`config.mk`:
```
export PLATFORM = sky130hd
export DESIGN_NAME = monitor_sensores
export DESIGN_NICKNAME = d
export VERILOG_FILES = /design/src/rtl/monitor_sensores.sv
export SDC_FILE = /design/constraint.sdc
export NUM_CORES = 1
export LEC_CHECK = 0
export CAP_MARGIN = 20
export CELL_PAD_IN_SITES_DETAIL_PLACEMENT = 1
export CELL_PAD_IN_SITES_GLOBAL_PLACEMENT = 1
export CORE_ASPECT_RATIO = 0.5
export CORE_MARGIN = 10
export CORE_UTILIZATION = 42
export CTS_CLUSTER_SIZE = 12
export DETAILED_ROUTE_END_ITERATION = 8
export GPL_TIMING_DRIVEN = 0
export MAX_ROUTING_LAYER = met4
export PLACE_DENSITY_LB_ADDON = 0.1
export SLEW_MARGIN = 20
export SYNTH_ARGS = -nofsm -noshare
export SYNTH_HDL_FRONTEND = slang
export SYNTH_SLANG_ARGS = --single-unit
```
`constraint.sdc`:
```
create_clock -name clk -period 1.77 [get_ports clk]
set_clock_uncertainty 0.1 [all_clocks]
set_input_delay 0.177 -clock clk [delete_from_list [all_inputs] [get_ports clk]]
set_output_delay 0.177 -clock clk [all_outputs]
set_load 0.01 [all_outputs]
```
`src/rtl/monitor_sensores.sv`:
```
// monitor_sensores: sensor synchronizer, debouncer and fault-latching encoder for the error display.
//
// Ports:
//   clk                       system clock
//   reset                     asynchronous, active-high reset
//   s_temp, s_agua, s_cafe,
//   s_acucar, s_copo          raw fault sensors, 1 = fault
//   ack                       raw operator acknowledge button
//   A, B, C                   latched error code {A,B,C} for the digit-4 decoder
//   inibe                     brew inhibit, 1 whenever a fault is active or unacknowledged
//   pisca                     display blink enable
//
// Optional feature: define SENSOR_PISCA_EN to generate the blink output;
// otherwise pisca is tied to 0 and no blink counter exists.
module monitor_sensores #(
    parameter int DEB_CYCLES = 4,
    parameter int BLINK_DIV  = 8
) (
    input  logic clk,
    input  logic reset,
    input  logic s_temp,
    input  logic s_agua,
    input  logic s_cafe,
    input  logic s_acucar,
    input  logic s_copo,
    input  logic ack,
    output logic A,
    output logic B,
    output logic C,
    output logic inibe,
    output logic pisca
);
    typedef enum logic [1:0] {OK, ATIVO, ESPERA_ACK} state_t;

    localparam logic [7:0] DEB_LAST = 8'(DEB_CYCLES - 1);

    state_t     state, state_n;
    logic [2:0] code, code_n, pri;
    logic       inibe_r;
    logic [4:0] raw, sync1, sync2, deb;
    logic [7:0] cnt [5];
    logic       ack1, ack2, ack3, ack_p;

    // Bit order follows priority: temp, agua, cafe, acucar, copo.
    assign raw = {s_temp, s_agua, s_cafe, s_acucar, s_copo};

    // Codes are not ordered numerically, so comparisons go through a rank.
    function automatic logic [2:0] rank(input logic [2:0] c);
        return c == 3'b101 ? 3'd5 :
               c == 3'b001 ? 3'd4 :
               c == 3'b010 ? 3'd3 :
               c == 3'b011 ? 3'd2 :
               c == 3'b100 ? 3'd1 : 3'd0;
    endfunction

    always_ff @(posedge clk or posedge reset) begin
        if (reset) begin
            sync1 <= '0;
            sync2 <= '0;
            deb   <= '0;
            ack1  <= 1'b0;
            ack2  <= 1'b0;
            ack3  <= 1'b0;
            ack_p <= 1'b0;
            for (int i = 0; i < 5; i++) cnt[i] <= '0;
        end else begin
            sync1 <= raw;
            sync2 <= sync1;
            ack1  <= ack;
            ack2  <= ack1;
            ack3  <= ack2;
            ack_p <= ack2 & ~ack3;
            for (int i = 0; i < 5; i++) begin
                if (sync2[i] == deb[i]) begin
                    cnt[i] <= '0;
                end else if (cnt[i] == DEB_LAST) begin
                    // This is the DEB_CYCLES-th consecutive differing cycle.
                    deb[i] <= sync2[i];
                    cnt[i] <= '0;
                end else begin
                    cnt[i] <= cnt[i] + 8'd1;
                end
            end
        end
    end

    always_comb begin
        pri = deb[4] ? 3'b101 :
              deb[3] ? 3'b001 :
              deb[2] ? 3'b010 :
              deb[1] ? 3'b011 :
              deb[0] ? 3'b100 : 3'b000;
    end

    always_comb begin
        state_n = state;
        code_n  = code;
        case (state)
            OK: begin
                if (|deb) begin
                    state_n = ATIVO;
                    code_n  = pri;
                end
            end
            ATIVO: begin
                if (!(|deb))
                    state_n = ESPERA_ACK;
                else if (rank(pri) > rank(code))
                    code_n = pri;
            end
            ESPERA_ACK: begin
                // A returning fault takes precedence over a simultaneous ack.
                if (|deb) begin
                    state_n = ATIVO;
                    code_n  = pri;
                end else if (ack_p) begin
                    state_n = OK;
                    code_n  = 3'b000;
                end
            end
            default: begin
                state_n = OK;
                code_n  = 3'b000;
            end
        endcase
    end

    always_ff @(posedge clk or posedge reset) begin
        if (reset) begin
            state   <= OK;
            code    <= 3'b000;
            inibe_r <= 1'b0;
        end else begin
            state   <= state_n;
            code    <= code_n;
            inibe_r <= state_n != OK;
        end
    end

    assign {A, B, C} = code;
    assign inibe     = inibe_r;

`ifdef SENSOR_PISCA_EN
    localparam int BW = BLINK_DIV > 1 ? $clog2(BLINK_DIV) : 1;
    localparam logic [BW-1:0] BLINK_LAST = BW'(BLINK_DIV - 1);

    logic [BW-1:0] blink_cnt;
    logic          pisca_r;

    always_ff @(posedge clk or posedge reset) begin
        if (reset) begin
            blink_cnt <= '0;
            pisca_r   <= 1'b0;
        end else if (state_n == ATIVO && state != ATIVO) begin
            // Every entry to ATIVO restarts the blink phase.
            blink_cnt <= '0;
            pisca_r   <= 1'b0;
        end else if (state_n == ATIVO) begin
            blink_cnt <= blink_cnt == BLINK_LAST ? '0 : blink_cnt + 1'b1;
            pisca_r   <= blink_cnt == BLINK_LAST ? ~pisca_r : pisca_r;
        end else begin
            blink_cnt <= '0;
            pisca_r   <= state_n == ESPERA_ACK;
        end
    end

    assign pisca = pisca_r;
`else
    // Always 0; BLINK_DIV is referenced so both builds share one parameter list.
    assign pisca = (BLINK_DIV < 1) & 1'b0;
`endif

endmodule

```
==> out/results.txt, run 1 <==
The global placer's final weighted congestion is 0.769, and the maximum level of the CTS H-tree is 3. The number of buffers inserted by hold repair at cts came out at 0. Dominant register cell in the synthesized netlist: dfrtp_1. After synthesis the cells add up to 2790 um^2. The area share of the leading cell type in the synthesized netlist is 0.583.

The tools report the remaining max-slew budget at the tightest pin as 0.527. The worst setup slack after layout is -0.208 ns, and the wire length of the first global-routing pass is 9480 um. The required time at the worst-slack endpoint was 1.89 ns; the clock tree buffer depth was 2. The clock-pin slew reported for the worst setup and hold paths after clock tree synthesis came out at 0.05 ns. A synthesized cell averages 11.4 um^2. The tools report the largest voltage drop on the vdd net as 0.830 mV.

Detailed routing inserted a total of 1878 vias. The number of antenna violations at the first check in global routing was 0. For the count of unique library cells instantiated by Yosys, the log shows 40.

The net total in the final layout was 296. The leakage dissipation is 0.00162 uW, and the summed area of non-filler cells in the final layout is 3620 um^2. The tools report the wire length after detailed routing as 5780 um. The total count of max-transition violations in the final report came out at 0. The period utilization was 1.12. Most area-hungry cell type in the Yosys netlist: dfrtp_1. For this run, the number of Yosys warnings is 0. The run gives 1972 as the number of global-route vias before repair. After synthesis the netlist holds a flip-flop and latch count of 65.

Data on the critical path arrives at its endpoint at 2.10 ns. Entering global routing, the biggest net connects 34 pins. The signal on the critical path passes through or2_4, nor2_4, ha_4, and4_4, a31oi_2, o22ai_2, a22o_1. For this run, the detailed router's first-pass iteration total came to 4. The overall die width is 135 um, and the overall routing resource usage is 0.120. The count of buffers added on input and output ports is 11.

Family of cells with the greatest summed delay on the critical path: simple AND/OR/NAND/NOR gates. The number of buffers added by the clock tree synthesis step came out at 9. The floorplan step defined a die boundary enclosing 10500 um^2.

Setup violations remaining at the end of the flow were counted as 13. Compared with the post-synthesis result, the final layout area differs by 30.0%. By count the netlist is led by dfrtp_1 (65), nor2_1 (42), xor2_1 (29). Category of the worst setup path launch point: a register.

Number of enable flip-flop cells after synthesis: 0. In this run the worst path has a maximum fanout of 3. The final HPWL from detailed placement is 3520 um, and the shortest clock period the worst path allows after layout is 1.98 ns.

The number of nets in the synthesized netlist is 261. Synthesis handed over a netlist of 245 instances. Setup repair after global routing could not meet its margin everywhere.

The core region is 6260 um^2. The critical path is of the register to register type. For this design the ratio of total power to cell area is 1680 nW/um^2. For the number of DRC violations after detailed routing, the log shows 0.

The final setup TNS is -2.20 ns, and the share of cells above drive strength 1 is 0.246. The floorplan has 20 rows. Portion of the post-synthesis area used by sequential elements: 0.583. The count of buffer and inverter cells on the critical path was 0. After detailed placement, the total cell area comes to 3030 um^2. The starting density of the core was 0.446. 0 antenna diodes ended up in the layout. The count of max-cap constraint violations was 0.

For the worst hold slack, the log shows 0.178 ns. The delay of the slowest cell on the worst path was 0.41 ns; the later-pin clock latency in the skew report was 0.33 ns. Dividing the detail-routed via count by the number of cells gives 5.03. The number of hold violations in the final report came out at 0. The run finished, with violations left. Most frequently used cell type in the post-synthesis netlist: dfrtp_1. The number of antenna-violating nets in the routed design is 0. Critical path endpoint category: a register. Counting the fill cells in the layout gives 650. The slew at the pin closest to its max-slew limit is 0.709 ns.

Dividing the detail-routed wire length by the instance count gives 15.5 um. Yosys attributes the largest share of cell area to dfrtp_1 (58%), xor2_1 (9.1%), nor2_1 (5.7%). The slowest stage of the critical path is the dfrtp_2 cell.

The I/O pin count came out at 13. The share of flip-flops with an asynchronous set or reset came out at 1.00. TritonCTS built the clock tree. The die height works out to 77.6 um. The first routing iteration left 59 violations. After global routing the overflow that remains totals 0. The buffer type at the clock tree root was clkbuf_16. The clock drives 65 sinks. The final reports fail on negative setup slack. In this run the worst hold path is classified as primary input to register. Based on the critical path, the design can be clocked at up to 506 MHz.
## metrics by stage
stage	cells	total power [uW]	util	worst slack, ns
6_report	373	6080	0.579	-0.208
3_3_place_gp	344	3430	0.482	-0.311
2_1_floorplan	245	3040	-	-0.149
5_1_grt	373	6460	0.579	-0.274
3_5_place_dp	345	3500	0.485	-0.307
4_1_cts	370	5820	0.560	-0.170
## where the power goes
part           switching (uW)  internal, uW
Clock                     629          1310
Sequential                306          1770
Combinational            1040          1030
Total                    1970          4100
## cell families after synthesis
| family | synth area share |
|---|---|
| other | 0.00134 |
| muxes | 0.0251 |
| adders and majority gates | 0.0359 |
| buffers and inverters | 0.00673 |
| xor gates and xnor gates | 0.110 |
| DFF | 0.583 |
| and+or+nand+nor | 0.206 |
| AOI/OAI and AO/OA | 0.0319 |
## layout by cell type, fill, tap and decap left out, drive strengths merged, types with 3 or more instances in the layout
| cell type | Yosys | routed |
|---|---|---|
| nor2 | 42 | 42 |
| ha | 8 | 8 |
| clkinvlp | 0 | 3 |
| nor4b | 3 | 3 |
| xnor2 | 6 | 6 |
| nor3 | 3 | 3 |
| nor2b | 3 | 3 |
| and3 | 14 | 14 |
| clkdlybuf4s50 | 0 | 11 |
| mux2 | 5 | 5 |
| a22o | 3 | 3 |
| buf | 1 | 14 |
| dfrtp | 65 | 65 |
| nand2 | 10 | 10 |
| xor2 | 29 | 29 |
| nand3 | 24 | 24 |
| clkbuf | 0 | 12 |
| nand2b | 3 | 3 |
## layer usage
layer,share of wire,vias up,GRT usage
met5,0,-,-
met4,0.020,0,0.0513
met3,0.037,12,0.0598
met2,0.48,20,0.188
met1,0.46,941,0.126
li1,-,905,-
## path summary, 6_finish.rpt
check	start	endpoint	slack, ns	depth (start not counted)
setup reg to reg	deb[3]	code[0]	-0.21	7
setup / recovery	deb[3]	code[0]	-0.21	7
hold reg to reg	sync1[2]	sync2[2]	0.25	0
min in group asynchronous	reset	cnt[37]	0.21	2
max in group asynchronous	reset	deb[3]	0.76	3
hold / removal	ack	ack1	0.18	1
## state kept, by name (all words and copies together) (netlist names)
name and count:
sync1 5, ack_p 1, inibe 1, code 3
deb 5, ack1 1, ack2 1, state 2
ack3 1, sync2 5, cnt 40
## layout make-up
class | instances | area (um^2) | share of cell area
multi-input cells | 176 | 1310 | 0.360
plain buffers | 1 | 7.51 | 0.00207
inverters | 3 | 15.0 | 0.00414
clock buffers | 12 | 256 | 0.0708
repair buffers | 24 | 224 | 0.0618
clock inverters | 4 | 75.1 | 0.0207
well taps | 88 | 110 | 0.0304
flip-flops and latches | 65 | 1630 | 0.450
## what timing repair did
action / CTS / global route
setup endpoints to repair: 13 / 21
gates resized for setup: 18 / 25
setup buffers: 9 / 3
pin swaps: 3 / 9
No activity file was read; power rests on OpenSTA's default activity.
==> inputs of run 2 (changes only) <==
--- a/config.mk
+++ b/config.mk
@@ -11,7 +11,6 @@
 export CORE_ASPECT_RATIO = 0.5
 export CORE_MARGIN = 10
 export CORE_UTILIZATION = 42
-export CTS_CLUSTER_SIZE = 12
 export DETAILED_ROUTE_END_ITERATION = 8
 export GPL_TIMING_DRIVEN = 0
 export MAX_ROUTING_LAYER = met4
==> results of run 2 <==
Final layout, timing and power as in run 1 (identical DEF).
